`src/rtl/dec_gray2bin_sync.sv`:
```
// Gray-code consumer: resynchronises gray_in, decodes to registered binary, and reports change/delta/multi-bit errors.
// Optional saturating error counter output err_cnt when GRAY_DEC_ERR_CNT_EN is defined.
module dec_gray2bin_sync #(
   parameter int WIDTH       = 12,
   parameter int SYNC_STAGES = 2   // legal range 2..4
) (
   input  logic             clk,
   input  logic             rst,
   input  logic [WIDTH-1:0] gray_in,
   input  logic             en,
   input  logic             err_clr,
   output logic [WIDTH-1:0] bin_out,
   output logic             chg,
   output logic [WIDTH-1:0] delta,
   output logic             err_multi,
`ifdef GRAY_DEC_ERR_CNT_EN
   output logic [7:0]       err_cnt,
`endif
   output logic             ready
);

   typedef enum logic [1:0] {FLUSH, PRIME, TRACK} state_t;

   localparam logic [2:0]       FLUSH_LAST = 3'(SYNC_STAGES - 1);
   localparam logic [WIDTH-1:0] ONE        = WIDTH'(1);

   state_t           state;
   state_t           next_state;
   logic [2:0]       flush_cnt;
   logic [WIDTH-1:0] sync_q [SYNC_STAGES];
   logic [WIDTH-1:0] prev_gray;
   logic [WIDTH-1:0] g_s;
   logic [WIDTH-1:0] g_diff;
   logic [WIDTH-1:0] g_dec;
   logic             update;
   logic             detect;

   function automatic logic [WIDTH-1:0] gray2bin(input logic [WIDTH-1:0] g);
      logic [WIDTH-1:0] b;
      b[WIDTH-1] = g[WIDTH-1];
      for (int i = WIDTH - 2; i >= 0; i--) begin
         b[i] = b[i+1] ^ g[i];
      end
      return b;
   endfunction

   // Synchroniser chain runs in every state, independent of en
   always_ff @(posedge clk or posedge rst) begin
      if (rst) begin
         for (int i = 0; i < SYNC_STAGES; i++) sync_q[i] <= '0;
      end else begin
         sync_q[0] <= gray_in;
         for (int i = 1; i < SYNC_STAGES; i++) sync_q[i] <= sync_q[i-1];
      end
   end

   assign g_s    = sync_q[SYNC_STAGES-1];
   assign g_diff = g_s ^ prev_gray;
   assign g_dec  = gray2bin(g_s);
   assign update = (state == TRACK) && en && (g_s != prev_gray);
   // Clearing the lowest set bit leaves something only if two or more bits differ
   assign detect = update && (|(g_diff & (g_diff - ONE)));

   always_ff @(posedge clk or posedge rst) begin
      if (rst) begin
         state     <= FLUSH;
         flush_cnt <= '0;
      end else begin
         state     <= next_state;
         flush_cnt <= (state == FLUSH && flush_cnt != FLUSH_LAST) ? flush_cnt + 3'd1 : 3'd0;
      end
   end

   always_comb begin
      next_state = state;
      case (state)
         FLUSH:   if (flush_cnt == FLUSH_LAST) next_state = PRIME;
         PRIME:   next_state = TRACK;
         TRACK:   next_state = TRACK;
         default: next_state = FLUSH;
      endcase
   end

   // PRIME seeds the reference without reporting; TRACK reports each distinct sample
   always_ff @(posedge clk or posedge rst) begin
      if (rst) begin
         prev_gray <= '0;
         bin_out   <= '0;
         delta     <= '0;
         chg       <= 1'b0;
         err_multi <= 1'b0;
         ready     <= 1'b0;
      end else begin
         ready <= (next_state == TRACK);
         if (state == PRIME) begin
            prev_gray <= g_s;
            bin_out   <= g_dec;
         end else if (state == TRACK) begin
            chg <= update;
            if (update) begin
               prev_gray <= g_s;
               bin_out   <= g_dec;
               delta     <= g_dec - bin_out;
            end
         end
         if (detect)       err_multi <= 1'b1;
         else if (err_clr) err_multi <= 1'b0;
      end
   end

`ifdef GRAY_DEC_ERR_CNT_EN
   // A clear coinciding with a new error restarts the count at one
   always_ff @(posedge clk or posedge rst) begin
      if (rst) begin
         err_cnt <= '0;
      end else if (detect) begin
         if (err_clr)               err_cnt <= 8'd1;
         else if (err_cnt != 8'hFF) err_cnt <= err_cnt + 8'd1;
      end else if (err_clr) begin
         err_cnt <= '0;
      end
   end
`endif

endmodule

```
`config.mk`:
```
export PLATFORM = sky130hd
export DESIGN_NAME = dec_gray2bin_sync
export DESIGN_NICKNAME = d
export VERILOG_FILES = /design/src/rtl/dec_gray2bin_sync.sv
export SDC_FILE = /design/constraint.sdc
export NUM_CORES = 1
export LEC_CHECK = 0
export CAP_MARGIN = 20
export CORE_MARGIN = 5
export CORE_UTILIZATION = 59
export CTS_CLUSTER_SIZE = 25
export DETAILED_ROUTE_END_ITERATION = 12
export PLACE_DENSITY = 0.85
export SLEW_MARGIN = 30
export SYNTH_ARGS = -nofsm -noshare
export SYNTH_HDL_FRONTEND = slang
export SYNTH_SLANG_ARGS = --single-unit
export TNS_END_PERCENT = 50
```
`constraint.sdc`:
```
create_clock -name clk -period 6.5 [get_ports clk]
set_input_delay 0.975 -clock clk [delete_from_list [all_inputs] [get_ports clk]]
set_output_delay 0.975 -clock clk [all_outputs]
set_load 0.02 [all_outputs]
```
* Word level (Yosys, flattened, before mapping)
Index checks and enable logic that the tools add are counted.
Word-level totals: register bits after elaboration 68, latch bits 0, bits in writable memories 0, bits in read-only memories 0, input bits 16, output and inout bits 27, memories 0
Cells by class: add/subtract/negate cells 3, multipliers 0, divide/modulo/power cells 0, order comparisons 0, equal/unequal tests 6, shift operators 0, multiplexer cells 11, bitwise logic cells 14, reduce and logical (&&, ||, !) cells 13
Operators by type and width (count):
- $mux 12 | 6
- $and 12x12->12 | 1
- $ne 12x12->1 | 1
- $reduce_or 12->1 | 1
- $sub 12x1->12 const B | 1
- $sub 12x12->12 | 1
- $xor 12x12->12 | 1
- $xor 1x1->1 | 11
- $reduce_bool 2->1 | 3
- $eq 2x2->1 const B | 2
- $logic_and 1x1->1 | 4
- $pmux 2 s2 | 1
- $reduce_and 2->1 | 2
- $add 3x1->3 const B | 1
- $eq 3x1->1 const B | 1
- $mux 3 | 1
- $ne 3x1->1 const B | 1
- $reduce_and 3->1 | 1
- $eq 2x1->1 const B | 1
- $logic_not 2->1 | 1
- $mux 1 | 2
- $mux 2 | 1
- $reduce_or 2->1 | 1
- $not 1->1 | 1

* Longest topological paths before layout
depth in word-level cells 14, gate-level depth with buffers 15

* Least setup slack after synthesis
No wires, ideal clock.
path type flip-flop to flip-flop, from register sync_q (netlist bit g_s[11]), to register delta[10], library setup time 0.125 ns, data arrival time 3.636 ns, required time 6.375 ns, setup slack 2.739 ns, stages on the path, launching flop included 16, clock period less this slack 3.761 ns, path through dfrtp_1 -> xor3_2 -> xor3_2 -> xor2_4 -> xnor2_4 -> xnor2_4 -> xor2_2 -> ha_1 -> fa_1 -> nor2b_1 -> o21ai_0 -> a21boi_0 -> o31ai_1 -> a31oi_1 -> xor2_1 -> mux2_2
Between the ends: cells in the longest elaborated chain, start to end 12, elaborated cells on any way between the ends 15
RTL lines:
- from (decl) | RTL line 30 | logic [WIDTH-1:0] sync_q [SYNC_STAGES];
- $xor 1x1->1 (*) (2 in series) | RTL line 42 | b[i] = b[i+1] ^ g[i];
- net g_dec[9] | RTL line 34 | logic [WIDTH-1:0] g_dec;
- $xor 1x1->1 (*) (2 in series) | RTL line 42
- net g_dec[7] | RTL line 34
- $xor 1x1->1 (*) | RTL line 42
- net g_dec[6] | RTL line 34
- $xor 1x1->1 (6 in series) | RTL line 42
- $sub 12x12->12 (*) | RTL line 103 | delta <= g_dec - bin_out;
- to (signal assigned) | RTL line 103
- to (decl) | RTL line 14 | output logic [WIDTH-1:0] delta,
The timed path passes the listed nets; every way through them passes the cells marked *. A chain may end at the register's enable or synchronous reset.

* Worst setup path in the final report
Ends and elaborated chain as after synthesis.

==> summary.txt <==
Synthesis
  – Synth unique cells: 41
  – Largest family of logic cells by synthesized area: XOR/XNOR gates
  – Synth Area per Inst: 11.10 um^2
  – Post-synth ARST share: 100.0%
  – Register area share after synthesis: 52.61%
  – Complex-gate fraction of the synthesized area: 9.344%
  – Post-Synthesis Cell Area: 3187 um^2
  – Number of synthesis warnings: 0
  – Syn_nets: 321
  – XOR/XNOR Fraction of Synth Area: 12.37%
  – Multiplexer share of the synthesized area: 3.416%
  – #FFs+latches synth: 67
  – Mapped Cells: 287
  – Synth Area in Simple Gates: 11.31%
  – Post-synth top flop: dfrtp_1
  – Synth Area in Adders: 7.303%
  – Post-synth EDFFs: 0

STA
  – Final min period: 4.204 ns
  – Period utilization: 64.67%
  – Total Neg Setup Slack: 0 ns
  – Worst hold slack: 0.3449 ns
  – Final worst slack: 2.296 ns
  – Post-route clock skew: 0.007063 ns
  – Fin. max-slew vios: 0
  – Unrepaired setup endpoints after global routing: no
  – Final setup viols: 0
  – Slew headroom: 41.11%
  – Worst slew pin tran: 0.8833 ns
  – Fmax: 0.2379 GHz
  – Fin. Hold Viols: 0

CTS
  – TritonCTS clock tree: built
  – Clock Latency Late Sink: 0.33 ns
  – H-tree Lvls: 3
  – # hold bufs at CTS: 0
  – Clock root buffer master: clkbuf_8
  – CTS sink count: 67
  – CTS Buffer Depth: 2
  – # resized after CTS: 0
  – Setup Fix Bufs, Post-CTS: 0
  – CTS buffer count: 9
  – Clock transition at path regs: 0.07 ns

Floorplan
  – Site Rows: 26
  – Placeable Area: 5172 um^2
  – Initial Util: 61.61%
  – Die Area: 6971 um^2
  – Die height: 83.50 um
  – Die width: 83.50 um
  – IO Pins: 43

Placed design
  – # port buffers: 42
  – Pre-CTS WS: 2.435 ns
  – DP Area: 3669 um^2
  – Cells after DPL: 394
  – Gpl congestion: 0.8391
  – Detailed placer's ending HPWL: 3993 um

Pwr
  – Leak pwr: 1.776 nW
  – Seq pwr share: 34.3%
  – NetSw: 542.7 uW
  – Pint: 1.025 mW
  – Total power: 1.568 mW
  – Logic pwr share: 42.0%
  – Peak supply drop: 239.1 uV
  – Switching share of power: 34.62%
  – Power Dens Cells: 403.4 nW/um^2
  – Clk pwr share: 23.7%

Worst setup path
  – Reg2reg start: g_s[11]
  – CP Data Arrival Time: 4.42 ns
  – Worst-path fanout max: 6
  – Slowest stage cell, crit path: xor3_2
  – Worst path top cell family by delay: XOR/XNOR gates
  – Worst Setup SP: g_s[11]
  – CP bufs+invs: 0
  – Setup CP Type: flip-flop to flip-flop
  – WP data required: 6.72 ns
  – Delay of the slowest cell on the worst path: 0.52 ns
  – CP Capture Type: flip-flop
  – Worst Setup Start Kind: flip-flop
  – Cell Chain, Critical Path: xor3_2 -> xor3_2 -> xor2_4 -> xnor2_4 -> xnor2_4 -> xor2_2 -> ha_1 -> fa_1 -> nor2b_1 -> o21ai_0 -> a21boi_0 -> o31ai_1 -> a31oi_1 -> xor2_1 -> mux2_2

Run status
  – Outcome: completed

Detailed routing
  – DRT Wirelength: 5571 um
  – Post-route DRC: 0
  – Drt first-iter violations: 99
  – Routed vias/inst: 5.112
  – Routed wire per std cell: 13.59 um
  – Initial DRT Pass Iterations: 4
  – Routed Antenna Nets: 0
  – Routed vias: 2,096

Finish
  – # nets final: 369
  – Post-route cell area: 3886 um^2
  – Ratio of cells with drive above 1 in the final layout: 10.59%
  – Ant diodes: 0
  – Non-Filler Instances: 410
  – Final Util: 75.13%
  – Area Overhead vs Synth: 21.95%
  – Commonest non-fill, non-tap cells in the layout: dfrtp_1, nand2_1, clkdlybuf4s50_1
  – Commonest non-fill, non-tap cell in the layout: dfrtp_1

Global route
  – Vias in the first global route: 2,235
  – Gr usage total: 17.66%
  – Total gr overflow: 0
  – Largest net degree at the start of global routing: 68
  – Initial antenna violation count: 0
  – First-pass GRT wire length: 9949 um

Min path
  – Worst hold path type: flip-flop to flip-flop
  – Hold Path Origin: sync_q[21]

Job
  – MaxCap Viol Count: 0
## worst paths after layout
kind | slack, ns | end | depth (start not counted)
max | 2.30 | delta[10] | 15
max reg2reg | 2.30 | delta[10] | 15
max in group asynchronous | 4.78 | bin_out[6] | 3
min reg2reg | 0.34 | g_s[9] | 0
min | 0.34 | g_s[9] | 0
min in group asynchronous | 1.19 | sync_q[14] | 3
## Yosys cell counts, types with 3 or more instances
cell / n / area (um^2)
mux2_2: 6 / 67.56
nand2_1: 51 / 191.4
o22ai_1: 3 / 18.77
buf_2: 3 / 15.01
a21oi_1: 10 / 50.05
xnor2_1: 10 / 87.58
dfrtp_1: 67 / 1677
o21a_1: 4 / 30.03
nor2b_1: 8 / 50.05
ha_1: 17 / 212.7
o21ai_0: 17 / 85.08
nor2_1: 14 / 52.55
inv_1: 20 / 75.07
xor2_1: 18 / 157.7
mux2i_1: 3 / 30.03
## power by group through the flow
stage               sequential, mW  combinational [mW]  clock [mW]
detailed placement           0.546               0.651           0
floorplan                    0.613               0.372           0
finish                       0.537               0.658       0.372
global placement             0.543               0.631           0
CTS                          0.538               0.661       0.381
global route                 0.546               0.724       0.398
## logic make-up (layout without fill, tap and decap cells)
group	Yosys count	count (layout)
buf+inv	27	80
flops	67	67
fa+ha+maj	18	18
xor+xnor	34	34
simple gates	83	83
compound gates	48	48
mux	10	10
## sequential cells by signal, indices dropped and copies added (netlist names)
name,cells
chg,1
prev_gray,11
state,2
bin_out,12
flush_cnt,3
ready,1
err_multi,1
delta,12
g_s,12
sync_q,12
## per-layer routing
| layer | track usage [%] | part of all wire [%] | wire [um] | vias to the layer above |
|---|---|---|---|---|
| li1 | - | - | - | 1044 |
| met5 | 0 | 0 | 0 | - |
| met1 | 22.14 | 45 | 2520 | 994 |
| met3 | 3.751 | 5.6 | 312 | 4 |
| met2 | 29.37 | 48 | 2687 | 54 |
| met4 | 8.041 | 0.92 | 51 | 0 |
## layout make-up
| class | instances | area (um^2) |
|---|---|---|
| clock inverters | 6 | 90.09 |
| inverters | 20 | 75.07 |
| multi-input cells | 193 | 1394 |
| fillers | 348 | 1286 |
| repair buffers | 44 | 435.4 |
| well taps | 70 | 87.58 |
| clock buffers | 10 | 127.6 |
| flip-flops and latches | 67 | 1677 |
Power figures use the tool's default switching activity.
